`src/rtl/dff_pkg.sv`:
```
// Shared types for the DFF stage and its downstream consumers.
// Latency: n/a (types and constants only).
// Backpressure: n/a.
package dff_pkg;

  // Debouncer FSM states: two settled levels and two qualifying states.
  typedef enum logic [1:0] {
    IDLE_LO = 2'd0,
    CHK_HI  = 2'd1,
    IDLE_HI = 2'd2,
    CHK_LO  = 2'd3
  } debounce_state_t;

  // Largest STABLE_CYCLES a debouncer accepts; checked at elaboration.
  localparam int DEBOUNCE_MAX_CYCLES = 65535;

endpackage

```
`src/rtl/dff_debounce_edge.sv`:
```
// Purpose: debounce the registered DFF output; emit clean level plus rise/fall pulses.
// Latency: level updates on the edge taking the STABLE_CYCLES-th matching enabled sample; pulses follow for one cycle.
// Backpressure: none; en=0 freezes state and counter and suppresses pulses.
//
// Ports:
//   clk   - clock, all state on posedge
//   rst   - synchronous active-high reset, wins over en/din
//   din   - registered bit from the upstream DFF stage
//   en    - sample enable
//   level - debounced level
//   rise  - one-cycle pulse on level 0->1
//   fall  - one-cycle pulse on level 1->0
//   busy  - high while a candidate transition is being qualified
//
// Optional build macro: DFF_DEBOUNCE_ASSERT_EN compiles in SVA protocol checks.
module dff_debounce_edge
  import dff_pkg::*;
#(
  parameter int STABLE_CYCLES = 4
) (
  input  logic clk,
  input  logic rst,
  input  logic din,
  input  logic en,
  output logic level,
  output logic rise,
  output logic fall,
  output logic busy
);

  localparam int CNT_W = $clog2(STABLE_CYCLES + 1);
  localparam logic [CNT_W-1:0] CNT_LAST = CNT_W'(STABLE_CYCLES - 1);
  localparam logic [CNT_W-1:0] CNT_ONE  = CNT_W'(1);
  // With a single required sample there is nothing to qualify: accept directly.
  localparam bit SINGLE = (STABLE_CYCLES == 1);

  if (STABLE_CYCLES < 1 || STABLE_CYCLES > DEBOUNCE_MAX_CYCLES) begin : g_bad_param
    $error("dff_debounce_edge: STABLE_CYCLES=%0d outside 1..%0d",
           STABLE_CYCLES, DEBOUNCE_MAX_CYCLES);
  end

  debounce_state_t state;
  logic [CNT_W-1:0] cnt;

  // cnt holds the number of matching samples already taken for the
  // candidate, so the candidate is accepted when the sample arriving with
  // cnt == STABLE_CYCLES-1 also matches.
  always_ff @(posedge clk) begin
    if (rst) begin
      state <= IDLE_LO;
      cnt   <= '0;
      level <= 1'b0;
      rise  <= 1'b0;
      fall  <= 1'b0;
      busy  <= 1'b0;
    end else begin
      rise <= 1'b0;
      fall <= 1'b0;
      if (en) begin
        case (state)
          IDLE_LO: begin
            if (din) begin
              if (SINGLE) begin
                state <= IDLE_HI;
                level <= 1'b1;
                rise  <= 1'b1;
              end else begin
                state <= CHK_HI;
                cnt   <= CNT_ONE;
                busy  <= 1'b1;
              end
            end
          end
          CHK_HI: begin
            if (!din) begin
              state <= IDLE_LO;
              cnt   <= '0;
              busy  <= 1'b0;
            end else if (cnt == CNT_LAST) begin
              state <= IDLE_HI;
              cnt   <= '0;
              level <= 1'b1;
              rise  <= 1'b1;
              busy  <= 1'b0;
            end else begin
              cnt <= cnt + CNT_ONE;
            end
          end
          IDLE_HI: begin
            if (!din) begin
              if (SINGLE) begin
                state <= IDLE_LO;
                level <= 1'b0;
                fall  <= 1'b1;
              end else begin
                state <= CHK_LO;
                cnt   <= CNT_ONE;
                busy  <= 1'b1;
              end
            end
          end
          CHK_LO: begin
            if (din) begin
              state <= IDLE_HI;
              cnt   <= '0;
              busy  <= 1'b0;
            end else if (cnt == CNT_LAST) begin
              state <= IDLE_LO;
              cnt   <= '0;
              level <= 1'b0;
              fall  <= 1'b1;
              busy  <= 1'b0;
            end else begin
              cnt <= cnt + CNT_ONE;
            end
          end
          default: begin
            state <= IDLE_LO;
            cnt   <= '0;
            busy  <= 1'b0;
          end
        endcase
      end
    end
  end

`ifdef DFF_DEBOUNCE_ASSERT_EN
  a_rise_level: assert property (@(posedge clk) disable iff (rst) rise |-> level)
    $info("[%0t] a_rise_level pass", $time);
  else $error("[%0t] a_rise_level: rise without level", $time);

  a_fall_level: assert property (@(posedge clk) disable iff (rst) fall |-> !level)
    $info("[%0t] a_fall_level pass", $time);
  else $error("[%0t] a_fall_level: fall with level high", $time);

  a_one_hot: assert property (@(posedge clk) disable iff (rst) !(rise && fall))
    $info("[%0t] a_one_hot pass", $time);
  else $error("[%0t] a_one_hot: rise and fall together", $time);

  a_rose_pulse: assert property (@(posedge clk) disable iff (rst) $rose(level) |-> rise)
    $info("[%0t] a_rose_pulse pass", $time);
  else $error("[%0t] a_rose_pulse: level rose without rise", $time);

  // A reset-forced 1->0 drop is silent by design, so skip the edge after reset.
  a_fell_pulse: assert property (@(posedge clk) disable iff (rst)
                                 ($fell(level) && !$past(rst)) |-> fall)
    $info("[%0t] a_fell_pulse pass", $time);
  else $error("[%0t] a_fell_pulse: level fell without fall", $time);

  a_busy_cnt: assert property (@(posedge clk) disable iff (rst)
                               busy |-> (int'(cnt) < STABLE_CYCLES))
    $info("[%0t] a_busy_cnt pass", $time);
  else $error("[%0t] a_busy_cnt: counter out of range", $time);

  a_en_hold: assert property (@(posedge clk) disable iff (rst) !en |=> $stable(level))
    $info("[%0t] a_en_hold pass", $time);
  else $error("[%0t] a_en_hold: level moved while disabled", $time);
`endif

endmodule

```
`config.mk`:
```
export PLATFORM = sky130hd
export DESIGN_NAME = dff_debounce_edge
export DESIGN_NICKNAME = d
export VERILOG_FILES = /design/src/rtl/dff_pkg.sv /design/src/rtl/dff_debounce_edge.sv
export SDC_FILE = /design/constraint.sdc
export NUM_CORES = 1
export LEC_CHECK = 0
export CORE_AREA = 3 3 40 42
export CTS_CLUSTER_SIZE = 40
export DETAILED_ROUTE_END_ITERATION = 10
export DIE_AREA = 0 0 43 45
export MAX_ROUTING_LAYER = met4
export SKIP_LAST_GASP = 1
export SYNTH_ARGS = -nofsm -noshare
export SYNTH_HDL_FRONTEND = slang
export SYNTH_SLANG_ARGS = --single-unit
```
`constraint.sdc`:
```
create_clock -name clk -period 2.48 [get_ports clk]
set_input_delay 0.496 -clock clk [delete_from_list [all_inputs] [get_ports clk]]
set_output_delay 0.496 -clock clk [all_outputs]
set_load 0.01 [all_outputs]
```
==> results.txt <==
The run finished with clean final reports. The sequential cell area was 180 sq um; the detailed router's first-iteration violation count was 2. The tools report the critical path capture point as busy. The initial utilization of the core area, before any placement, comes to 32.5%. Summed over all layers, the routed wires come to 774 um. The power density over cell area was 562 mW/mm^2. For the final standard cell area without fillers, the log shows 519 sq um. The worst register-to-register path ends at level. Area of the mapped netlist: 418 sq um. The tools report the buffer cell driving the clock tree root as clkbuf_4.

Clock tree synthesis found a total of 9 sinks. The maximum buffer depth of the clock tree is 2, and the hold buffer count at CTS is 0. The final count of pins violating max slew came out at 0.

The detailed router put a total of 364 um of wire on met1. In this design, the stage delay of the slowest critical-path cell is 0.54 ns. The net count of the mapped netlist came out at 49. The critical path starts at busy. VDD sags by at most 0.301 mV. The floorplan step set the die width to 43 um.

Setup repair after global routing left no endpoint under its margin. Between clock sinks in the finished design, the worst skew comes to 0.00410 ns. Cell area reported after detailed placement: 493 sq um. For the total length of routed met2 wires, the log shows 355 um.

The tools report the count of endpoints failing hold in the final timing report as 0. The synthesized design contains 0 enable-type register cells. The relative area change from synthesis to final layout is 24.3%. Largest net degree at the start of global routing: 11. The post-route netlist has 11.5% of its cells at a drive strength greater than 1. The setup check on the worst reg-to-reg path leaves a slack of 1.18 ns.

In the routed design, unresolved DRC markers number 0. The worst setup path is launched from a flop. Final period demand of the worst path: 1.65 ns. For this design, the slowest cell found on the critical path is clkdlybuf4s50_1. The number of nets in the final layout came out at 58. The signal on the critical path passes through clkdlybuf4s50_1.

The cell family contributing the most delay on the critical path is buffers and inverters. In this run the tool buffered the top-level ports with 7 buffer cells. The total global routing overflow came out at 0.

The run gives 0 ns as the final-layout setup total negative slack. TritonCTS built the clock tree. For the final weighted congestion in routability-driven placement, the log shows 0.689. Based on the critical path, the design can be clocked at up to 0.606 GHz. The required time reported for the critical path endpoint is 1.98 ns, and the average footprint of a synthesized cell is 9.50 sq um. The floorplan has 13 rows.

In this run the static leakage power is 0.176 nW. The die covers 0.00194 sq mm. STA classifies the critical path endpoint as a primary output. Routed signal wires occupy layers up through met4. The H-tree depth is 1.

The class of the tightest hold or removal check was flop to flop. Measured in cells, the most critical reg-to-reg path has a length of 4. Dominant synthesized flop cell: dfxtp_1. The first global-routing pass estimated 1270 um of wire. The tools report the data arrival time at the worst-slack endpoint as 1.15 ns. The total of flip-flops plus latches after synthesis was 9.

The tools report the synthesized instance count as 44. Yosys printed 0 warnings. In this run the count of I/O pins placed on the die edge is 8. Clock-pin slew was measured on the worst setup and hold paths at 0.06 ns. The antenna violation net count after detailed routing is 0, and the number of cells on the critical path is 1. The netlist uses 25 different library cells. The routed layout has 337 vias. The normalized max-slew margin came out at 78.0%.

The share of async-settable or async-resettable flops after synthesis was 0%; the post-detailed-route via-to-cell ratio was 5.03. Post-CTS repair changed the size of 0 cells. For the filler cell count, the log shows 137. Setup violations remaining at the end of the flow were counted as 0.

The tools report the global-route usage over all layers as 9.38%. The worst register-to-register path begins at cnt[0]. The multi-input combinational cells in the finished layout cover a total of 213 sq um. The slew of the pin with the lowest slew margin was 0.330 ns; the final cell utilization of the core was 40.4%. The run gives 0.26 ns as the clock network latency to the later pin of the worst-skew pair. The tools report the number of iterations in the first detailed-routing pass as 3.

Of the synthesized area, sequential elements account for 43.1%. For the total core area, the log shows 0.00128 sq mm. The floorplan step set the die height to 45 um. The mean routed wirelength per cell came out at 11.6 um.

The logs give 48 um for the detailed-routed wire length on met3 and 0 for the max-cap violation count. The run gives 0 as the count of buffers added by post-CTS timing repair for setup. The worst hold path depth is 2.

The total buffers and inverters traversed by the critical path was 1; the number of antenna diodes was 0. By startpoint and endpoint, the worst setup path is classified as flop to primary output. Buffers inserted during clock tree synthesis total 3. The tools report the via count of the first global-routing pass as 301. The largest fanout on the critical path was 3; the ratio of final minimum period to clock period was 66.5%.

The sum of net half-perimeters after detailed placement is 542 um. The initial antenna violation count was 0.
power breakdown:
part	total, mW	internal (mW)	switching (mW)
logic	0.0265	0.0134	0.0130
registers	0.152	0.148	0.00442
clock network	0.113	0.0620	0.0508
metrics by stage:
step | hold slack, ns | setup WS [ns] | power [mW] | cells
final | 0.456 | 0.831 | 0.292 | 67
after global routing | 0.488 | 0.745 | 0.306 | 67
after CTS | 0.460 | 0.821 | 0.297 | 67
after detailed placement | 0.450 | 0.591 | 0.182 | 63
after global placement | 0.449 | 0.574 | 0.182 | 63
after floorplan | 0.430 | 1.23 | 0.172 | 44
worst min-delay path: cells and delay by family (launching register included):
kind,cells,cell delay (ns)
flip-flops,1,0.31
AND/OR/NAND/NOR,1,0.06
AO/OA/AOI/OAI,1,0.04
per-layer routing:
| metal | vias up | GRT usage [%] |
|---|---|---|
| met1 | 153 | 9.49 |
| li1 | 174 | - |
| met2 | 8 | 14.7 |
| met4 | 0 | 3.61 |
| met5 | - | - |
| met3 | 2 | 5.98 |
cells in the mapped netlist, types with 2 or more instances:
cell type / number / area (sq um)
inv_1: 3 / 11.3
a21oi_1: 4 / 20.0
dfxtp_1: 9 / 180
nand3b_1: 2 / 15.0
nand2_1: 2 / 7.51
nand4b_1: 2 / 17.5
nand2b_1: 3 / 18.8
o21ai_0: 2 / 10.0
worst min-delay path by stage:
stage | from | slack [ns] | endpoint
finish | cnt[2] | 0.46 | cnt[2]
detailed placement | cnt[2] | 0.45 | cnt[2]
global route | cnt[2] | 0.49 | cnt[2]
global placement | cnt[2] | 0.45 | cnt[2]
CTS | cnt[2] | 0.46 | cnt[2]
floorplan | cnt[2] | 0.43 | cnt[2]
placed cells by master (no fill, tap or decap), drive strengths merged, types with 2 or more instances in the layout:
| cell | instances |
|---|---|
| clkdlybuf4s50 | 7 |
| dfxtp | 9 |
| o21ai | 2 |
| inv | 3 |
| nand2b | 3 |
| nand3b | 2 |
| clkbuf | 4 |
| nand4b | 2 |
| nand2 | 3 |
| a21oi | 4 |
cells by family (layout without fill, tap and decap cells):
kind of cell | count (synthesis) | after routing | share of synthesized area [%]
flops | 9 | 9 | 43.1
compound gates | 13 | 13 | 21.6
buf+inv | 6 | 14 | 5.98
mux | 1 | 1 | 2.40
xor+xnor | 1 | 1 | 3.89
simple gates | 13 | 13 | 20.1
fa+ha+maj | 1 | 1 | 2.99
final cells by class:
| cell class | instances | share of cell area, % |
|---|---|---|
| Timing Repair Buffer | 7 | 13.5 |
| Inverter | 3 | 2.17 |
| Tap cell | 15 | 3.61 |
| Clock buffer | 4 | 5.06 |
| Multi-Input combinational cell | 29 | 41.0 |
| Sequential cell | 9 | 34.7 |
Power figures use the tool's default switching activity.
